File: config.mk
export PLATFORM = sky130hd
export DESIGN_NAME = mem_request_unit_flat
export DESIGN_NICKNAME = d
export VERILOG_FILES = /design/src/rtl/mem_request_unit_pkg.sv /design/src/rtl/mem_request_unit_if.sv /design/src/rtl/mem_request_unit_priority.sv /design/src/rtl/mem_request_unit.sv /design/src/flat_wrapper.sv
export SDC_FILE = /design/constraint.sdc
export NUM_CORES = 1
export LEC_CHECK = 0
export CAP_MARGIN = 10
export CORE_ASPECT_RATIO = 0.9
export CORE_MARGIN = 10
export CORE_UTILIZATION = 45
export DETAILED_ROUTE_END_ITERATION = 8
export GPL_TIMING_DRIVEN = 0
export PLACE_DENSITY = 0.93
export SYNTH_ARGS = -nofsm -noshare
export SYNTH_HDL_FRONTEND = slang
export SYNTH_HIERARCHICAL = 1
export SYNTH_SLANG_ARGS = --single-unit
File: constraint.sdc
create_clock -name CLK -period 3 [get_ports CLK]
set_input_delay 0.6 -clock CLK [delete_from_list [all_inputs] [get_ports CLK]]
set_output_delay 0.6 -clock CLK [all_outputs]
set_load 0.05 [all_outputs]
File: src/rtl/mem_request_unit_pkg.sv
// mem_req_pkg: shared state/port types and constants for mem_request_unit
package mem_req_pkg;
  typedef enum logic [2:0] {IDLE, ISSUE, WAIT_HI, WAIT_LO, DONE} mrq_state_t;
  typedef enum logic {PORT_I, PORT_D} mrq_port_t;
  localparam logic [31:0] TIMEOUT_DATA = 32'hDEADBEEF;
endpackage

File: src/rtl/mem_request_unit_if.sv
// mem_request_unit_if: CPU fetch/data ports and wishbone_manager request bus
interface mem_request_unit_if #(parameter int ADDR_W = 32, parameter int DATA_W = 32);
  logic i_req, i_ack, d_read, d_write, d_ack, mem_err, mgr_read, mgr_write, mgr_busy;
  logic [ADDR_W-1:0] i_adr, d_adr, mgr_adr;
  logic [DATA_W-1:0] i_rdat, d_wdat, d_rdat, mgr_dat, mgr_rdat;
  logic [3:0] d_sel, mgr_sel;
  modport master (
    input  i_req, i_adr, d_read, d_write, d_adr, d_wdat, d_sel, mgr_rdat, mgr_busy,
    output i_ack, i_rdat, d_ack, d_rdat, mem_err, mgr_read, mgr_write, mgr_adr, mgr_dat, mgr_sel
  );
  modport slave (
    output i_req, i_adr, d_read, d_write, d_adr, d_wdat, d_sel, mgr_rdat, mgr_busy,
    input  i_ack, i_rdat, d_ack, d_rdat, mem_err, mgr_read, mgr_write, mgr_adr, mgr_dat, mgr_sel
  );
endinterface

File: src/rtl/mem_request_unit_priority.sv
// mem_req_priority: data-first grant; a fetch held off for STARVE_LIMIT data grants wins next
module mem_req_priority
  import mem_req_pkg::*;
#(parameter int STARVE_LIMIT = 2)
(
  input  logic      CLK,
  input  logic      nRST,
  input  logic      i_req,
  input  logic      d_req,
  input  logic      take,
  output mrq_port_t grant
);
  localparam int CW = $clog2(STARVE_LIMIT + 2);
  logic [CW-1:0] starve_cnt;
  assign grant = d_req && !(i_req && starve_cnt == CW'(STARVE_LIMIT)) ? PORT_D : PORT_I;
  always_ff @(posedge CLK or negedge nRST) begin
    if (!nRST) starve_cnt <= '0;
    else if (take) starve_cnt <= grant == PORT_I ? '0 : i_req ? starve_cnt + 1'b1 : starve_cnt;
  end
endmodule

File: src/rtl/mem_request_unit.sv
// mem_request_unit: arbitrates fetch and data ports into one wishbone_manager request.
// Define MEM_REQ_TIMEOUT_EN to bound the busy wait at TIMEOUT_CYCLES with mem_err.
module mem_request_unit
  import mem_req_pkg::*;
#(
  parameter int ADDR_W         = 32,
  parameter int DATA_W         = 32,
  parameter int STARVE_LIMIT   = 2,
  parameter int TIMEOUT_CYCLES = 256
)
(
  input logic               CLK,
  input logic               nRST,
  mem_request_unit_if.master bus
);
  mrq_state_t state, nxt;
  mrq_port_t grant, port_q;
  logic wr_q, tmo, err_q, any_req, rd_done, waiting, take;
  logic [ADDR_W-1:0] adr_q;
  logic [DATA_W-1:0] dat_q, i_rdat_q, d_rdat_q, cap;
  logic [3:0] sel_q;
  assign any_req = bus.i_req | bus.d_read | bus.d_write;
  assign take = state == IDLE && any_req;
  assign waiting = state == WAIT_HI || state == WAIT_LO;
  assign rd_done = state == WAIT_LO && !bus.mgr_busy;
  assign cap = tmo ? DATA_W'(TIMEOUT_DATA) : bus.mgr_rdat;
  mem_req_priority #(.STARVE_LIMIT(STARVE_LIMIT)) u_pri (
    .CLK(CLK), .nRST(nRST), .i_req(bus.i_req), .d_req(bus.d_read | bus.d_write),
    .take(take), .grant(grant)
  );
`ifdef MEM_REQ_TIMEOUT_EN
  localparam int TW = $clog2(TIMEOUT_CYCLES + 1);
  logic [TW-1:0] tmo_cnt;
  always_ff @(posedge CLK or negedge nRST) begin
    if (!nRST) tmo_cnt <= '0;
    else tmo_cnt <= waiting ? tmo_cnt + 1'b1 : '0;
  end
  // a normal completion on the same edge wins over the timeout
  assign tmo = waiting && !rd_done && tmo_cnt == TW'(TIMEOUT_CYCLES - 1);
`else
  assign tmo = TIMEOUT_CYCLES < 0;
`endif
  always_comb begin
    nxt = state;
    case (state)
      IDLE:    nxt = any_req ? ISSUE : IDLE;
      ISSUE:   nxt = bus.mgr_busy ? WAIT_LO : WAIT_HI;
      WAIT_HI: nxt = bus.mgr_busy ? WAIT_LO : WAIT_HI;
      WAIT_LO: nxt = bus.mgr_busy ? WAIT_LO : DONE;
      default: nxt = IDLE;
    endcase
    if (tmo) nxt = DONE;
  end
  always_ff @(posedge CLK or negedge nRST) begin
    if (!nRST) begin
      state    <= IDLE;
      port_q   <= PORT_I;
      wr_q     <= 1'b0;
      adr_q    <= '0;
      dat_q    <= '0;
      sel_q    <= '0;
      i_rdat_q <= '0;
      d_rdat_q <= '0;
      err_q    <= 1'b0;
    end else begin
      state <= nxt;
      err_q <= tmo;
      if (take) begin
        port_q <= grant;
        wr_q   <= grant == PORT_D && bus.d_write;
        adr_q  <= grant == PORT_D ? bus.d_adr : bus.i_adr;
        dat_q  <= grant == PORT_D && bus.d_write ? bus.d_wdat : '0;
        sel_q  <= grant == PORT_D ? bus.d_sel : 4'hF;
      end
      if ((rd_done || tmo) && !wr_q && port_q == PORT_I) i_rdat_q <= cap;
      if ((rd_done || tmo) && !wr_q && port_q == PORT_D) d_rdat_q <= cap;
    end
  end
  assign bus.mgr_read  = state == ISSUE && !wr_q;
  assign bus.mgr_write = state == ISSUE && wr_q;
  assign bus.mgr_adr   = state == IDLE ? '0 : adr_q;
  assign bus.mgr_dat   = state == IDLE ? '0 : dat_q;
  assign bus.mgr_sel   = state == IDLE ? '0 : sel_q;
  assign bus.i_ack     = state == DONE && port_q == PORT_I;
  assign bus.d_ack     = state == DONE && port_q == PORT_D;
  assign bus.i_rdat    = i_rdat_q;
  assign bus.d_rdat    = d_rdat_q;
  assign bus.mem_err   = err_q;
endmodule

File: src/flat_wrapper.sv
// flat-port wrapper written by rule: the top's interface ports become plain ports
module mem_request_unit_flat import mem_req_pkg::*;
#(
  parameter int ADDR_W         = 32,
  parameter int DATA_W         = 32,
  parameter int STARVE_LIMIT   = 2,
  parameter int TIMEOUT_CYCLES = 256
)
  (CLK, nRST, bus_i_req, bus_i_adr, bus_d_read, bus_d_write, bus_d_adr, bus_d_wdat, bus_d_sel, bus_mgr_rdat, bus_mgr_busy, bus_i_ack, bus_i_rdat, bus_d_ack, bus_d_rdat, bus_mem_err, bus_mgr_read, bus_mgr_write, bus_mgr_adr, bus_mgr_dat, bus_mgr_sel);
  mem_request_unit_if #(.ADDR_W(ADDR_W), .DATA_W(DATA_W)) bus_i ();
  input logic CLK;
  input logic nRST;
  input wire logic [$bits(bus_i.i_req)-1:0] bus_i_req;
  input wire logic [$bits(bus_i.i_adr)-1:0] bus_i_adr;
  input wire logic [$bits(bus_i.d_read)-1:0] bus_d_read;
  input wire logic [$bits(bus_i.d_write)-1:0] bus_d_write;
  input wire logic [$bits(bus_i.d_adr)-1:0] bus_d_adr;
  input wire logic [$bits(bus_i.d_wdat)-1:0] bus_d_wdat;
  input wire logic [$bits(bus_i.d_sel)-1:0] bus_d_sel;
  input wire logic [$bits(bus_i.mgr_rdat)-1:0] bus_mgr_rdat;
  input wire logic [$bits(bus_i.mgr_busy)-1:0] bus_mgr_busy;
  output wire logic [$bits(bus_i.i_ack)-1:0] bus_i_ack;
  output wire logic [$bits(bus_i.i_rdat)-1:0] bus_i_rdat;
  output wire logic [$bits(bus_i.d_ack)-1:0] bus_d_ack;
  output wire logic [$bits(bus_i.d_rdat)-1:0] bus_d_rdat;
  output wire logic [$bits(bus_i.mem_err)-1:0] bus_mem_err;
  output wire logic [$bits(bus_i.mgr_read)-1:0] bus_mgr_read;
  output wire logic [$bits(bus_i.mgr_write)-1:0] bus_mgr_write;
  output wire logic [$bits(bus_i.mgr_adr)-1:0] bus_mgr_adr;
  output wire logic [$bits(bus_i.mgr_dat)-1:0] bus_mgr_dat;
  output wire logic [$bits(bus_i.mgr_sel)-1:0] bus_mgr_sel;
  assign bus_i.i_req = bus_i_req;
  assign bus_i.i_adr = bus_i_adr;
  assign bus_i.d_read = bus_d_read;
  assign bus_i.d_write = bus_d_write;
  assign bus_i.d_adr = bus_d_adr;
  assign bus_i.d_wdat = bus_d_wdat;
  assign bus_i.d_sel = bus_d_sel;
  assign bus_i.mgr_rdat = bus_mgr_rdat;
  assign bus_i.mgr_busy = bus_mgr_busy;
  assign bus_i_ack = bus_i.i_ack;
  assign bus_i_rdat = bus_i.i_rdat;
  assign bus_d_ack = bus_i.d_ack;
  assign bus_d_rdat = bus_i.d_rdat;
  assign bus_mem_err = bus_i.mem_err;
  assign bus_mgr_read = bus_i.mgr_read;
  assign bus_mgr_write = bus_i.mgr_write;
  assign bus_mgr_adr = bus_i.mgr_adr;
  assign bus_mgr_dat = bus_i.mgr_dat;
  assign bus_mgr_sel = bus_i.mgr_sel;
  mem_request_unit #(.ADDR_W(ADDR_W), .DATA_W(DATA_W), .STARVE_LIMIT(STARVE_LIMIT), .TIMEOUT_CYCLES(TIMEOUT_CYCLES)) u_core (.CLK(CLK), .nRST(nRST), .bus(bus_i));
endmodule
==> metrics <==
RSZ-0062 raised after global routing=false; Die Y=133.2 um; root buffer cell=clkbuf_16; Post-DRT Antenna Nets=0; Synth top cells by count=139 x dfrtp_1, 92 x mux2_2, 36 x inv_1, 36 x nor2_1, 36 x nor2b_1; cts repair resizes=73; final setup fails=0; post-synth top area cell=dfrtp_1; final RePlAce weighted congestion=0.8471; Fillers=1,037; ant diodes=0; Top FF cell, synth=dfrtp_1; setup bufs post-CTS=0; H-tree depth=4; Post-Syn Nets=650; Place WS=-154.9 ps; Top-Level Pins=275; worst-skew pair later-pin latency=410 ps; GRT Overall Usage=0.2048; worst hold slack=190.5 ps; CTS tree=yes; Register Area=0.003478 mm2; synth unique cells=33; Rel. slew slack=0.5277; pins over their slew limit=0; fin worst setup slack=146.3 ps; Post-synth EDFFs=0; status=finished, final reports clean; Hold Crit Class=input port to asynchronous set/reset pin; drt drc=0; Worst Skew=7.444 ps; CP Launch Type=flop; area of the multi-input gates=0.002569 mm2; mapped cell area=0.006404 mm2; number of buffers added on ports=272; detailed-route via count=5,027; Worst Path Arrival=2250 ps; Pwr Density=1282 mW/mm2; Clk pin slew, worst setup/hold paths=60 ps; Synth top area share=0.5432; Inserted Clock Buffers=17; Max Cap Viol=0; Sink Count=139; Wirelength per Cell=19.82 um; Final Hold Fails=0; Final nets=942; #FFs+latches synth=139; Async S/R FF share, synth=1.000; Core Area=0.01400 mm2; area grow syn2layout=55.06%; sequential area share after synthesis=0.5432; first-pass GRT wire length=31,400 um; Initial Util=0.4573; die width=145.7 um; initial antenna violation count=0; via/cell ratio=4.987; worst path required time=2400 ps; min Tclk post-route=2854 ps; CP Capture Type=primary output; layout cells sized above 1=0.2319; Crit Path Max Fanout=10; ranking of synthesized cells by area=dfrtp_1 54%, mux2_2 16%, mux2_4 8.2%; most frequent cell after synthesis=dfrtp_1; vias in the first global route=5,526; Initial DRT Pass Iterations=4; Core Rows=41; DP HPWL=15,440 um; total die area=0.01941 mm2; Post-Synthesis Cells=511; WS Path Type=flop to primary output; total congestion overflow=0; CTS Hold Bufs=0; Max VDD drop=746.1 uV; Fmax=0.3504 GHz; Worst Max-Slew Pin Slew=708.4 ps; initial drt markers=206; CTS Buffer Depth=2; leakage power total=4.495 nW; Syn. warnings=6; fin crit share=0.9512; largest net degree at the start of global routing=75; Avg Cell Area, Syn=12.53 um2; WL final=19,980 um
-- layout by cell type, fill, tap and decap left out, types with 2 or more instances in the layout --
master,n
buf_4,5
clkinv_2,2
mux2_2,92
o21ai_0,33
buf_2,6
clkinv_4,3
nand2b_1,5
clkbuf_16,17
dlygate4sd2_1,64
dfrtp_1,139
mux2_1,6
nand2_1,2
buf_6,10
clkinvlp_4,4
clkbuf_2,6
nand4_1,32
inv_1,36
dlymetal6s2s_1,3
mux2_4,35
bufinv_16,2
clkbuf_1,12
nor4b_1,2
clkdlybuf4s50_1,204
nand3b_1,3
nor2_1,36
inv_6,2
nor2b_1,36
-- cells by family (layout without fill, tap and decap cells) --
family,after synthesis,after routing,share of synthesized area
buf+inv,74,378,0.05744
fa+ha+maj,1,1,0.001954
compound gates,38,38,0.03165
flops,139,139,0.5432
simple gates,125,125,0.1108
other cells,1,1,0.0005856
mux,133,133,0.2544
-- flip-flops by register name, indices dropped and copies added, names as in the netlist --
name,count
u_core/bus.i_rdat,32
u_core/sel_q,4
u_core/state,3
u_core/bus.d_rdat,32
u_core/u_pri/starve_cnt,2
u_core/wr_q,1
u_core/dat_q,32
u_core/adr_q,32
u_core/port_q,1
-- power by group --
part	switching (mW)	internal (mW)	total [mW]
sequential	0.454	2.72	3.18
combinational	4.83	2.67	7.50
clock	0.804	1.25	2.05
total	6.09	6.64	12.7
-- through the flow --
step / cells / utilization / setup TNS (ps) / instance area, um2 / power (mW)
finish: 1008 / 0.7090 / 0 / 9930 / 12.73
global route: 1008 / 0.7090 / 0 / 9930 / 13.32
CTS: 1008 / 0.7080 / 0 / 9916 / 12.83
detailed placement: 977 / 0.6710 / -5147 / 9397 / 10.99
floorplan: 511 / - / 0 / 6404 / 8.307
global placement: 976 / 0.6689 / -572180 / 9368 / 10.80
-- path summary, 6_finish.rpt --
kind | start | to | slack (ps) | depth (start not counted)
worst max-delay path | u_core/state[2] | bus_mgr_adr[19] | 150 | 5
worst min-delay path | nRST | u_core/bus.d_rdat[26] | 190 | 1
worst max register to register | u_core/u_pri/starve_cnt[0] | u_core/adr_q[5] | 690 | 7
worst min register to register | u_core/bus.i_rdat[26] | u_core/bus.i_rdat[26] | 490 | 1
max in group asynchronous | nRST | u_core/adr_q[11] | 2060 | 2
min in group CLK | bus_d_write | u_core/dat_q[0] | 480 | 3
-- final cells by class --
| type | count | share of cell area |
|---|---|---|
| buffer | 38 | 0.02457 |
| clock buffer | 18 | 0.04423 |
| clock inverter | 13 | 0.01449 |
| inverter | 36 | 0.01361 |
| multi-input combinational | 298 | 0.2587 |
| sequential | 139 | 0.3503 |
| tap | 193 | 0.02432 |
| timing repair buffer | 273 | 0.2698 |
-- per-layer routing --
layer | share of wire | up-vias | track usage
met5 | 0 | - | 0
met4 | 0.016 | 0 | 0.06846
met3 | 0.095 | 21 | 0.08294
met2 | 0.50 | 213 | 0.3455
met1 | 0.39 | 2463 | 0.2315
li1 | - | 2330 | -
-- critical path: stages (launching register included) --
cell and delay (ps):
dfrtp_1 480, nor3_4 310, buf_4 240, clkbuf_2 260, nor2b_1 90, dlygate4sd2_1 450
Power figures use the tool's default switching activity.
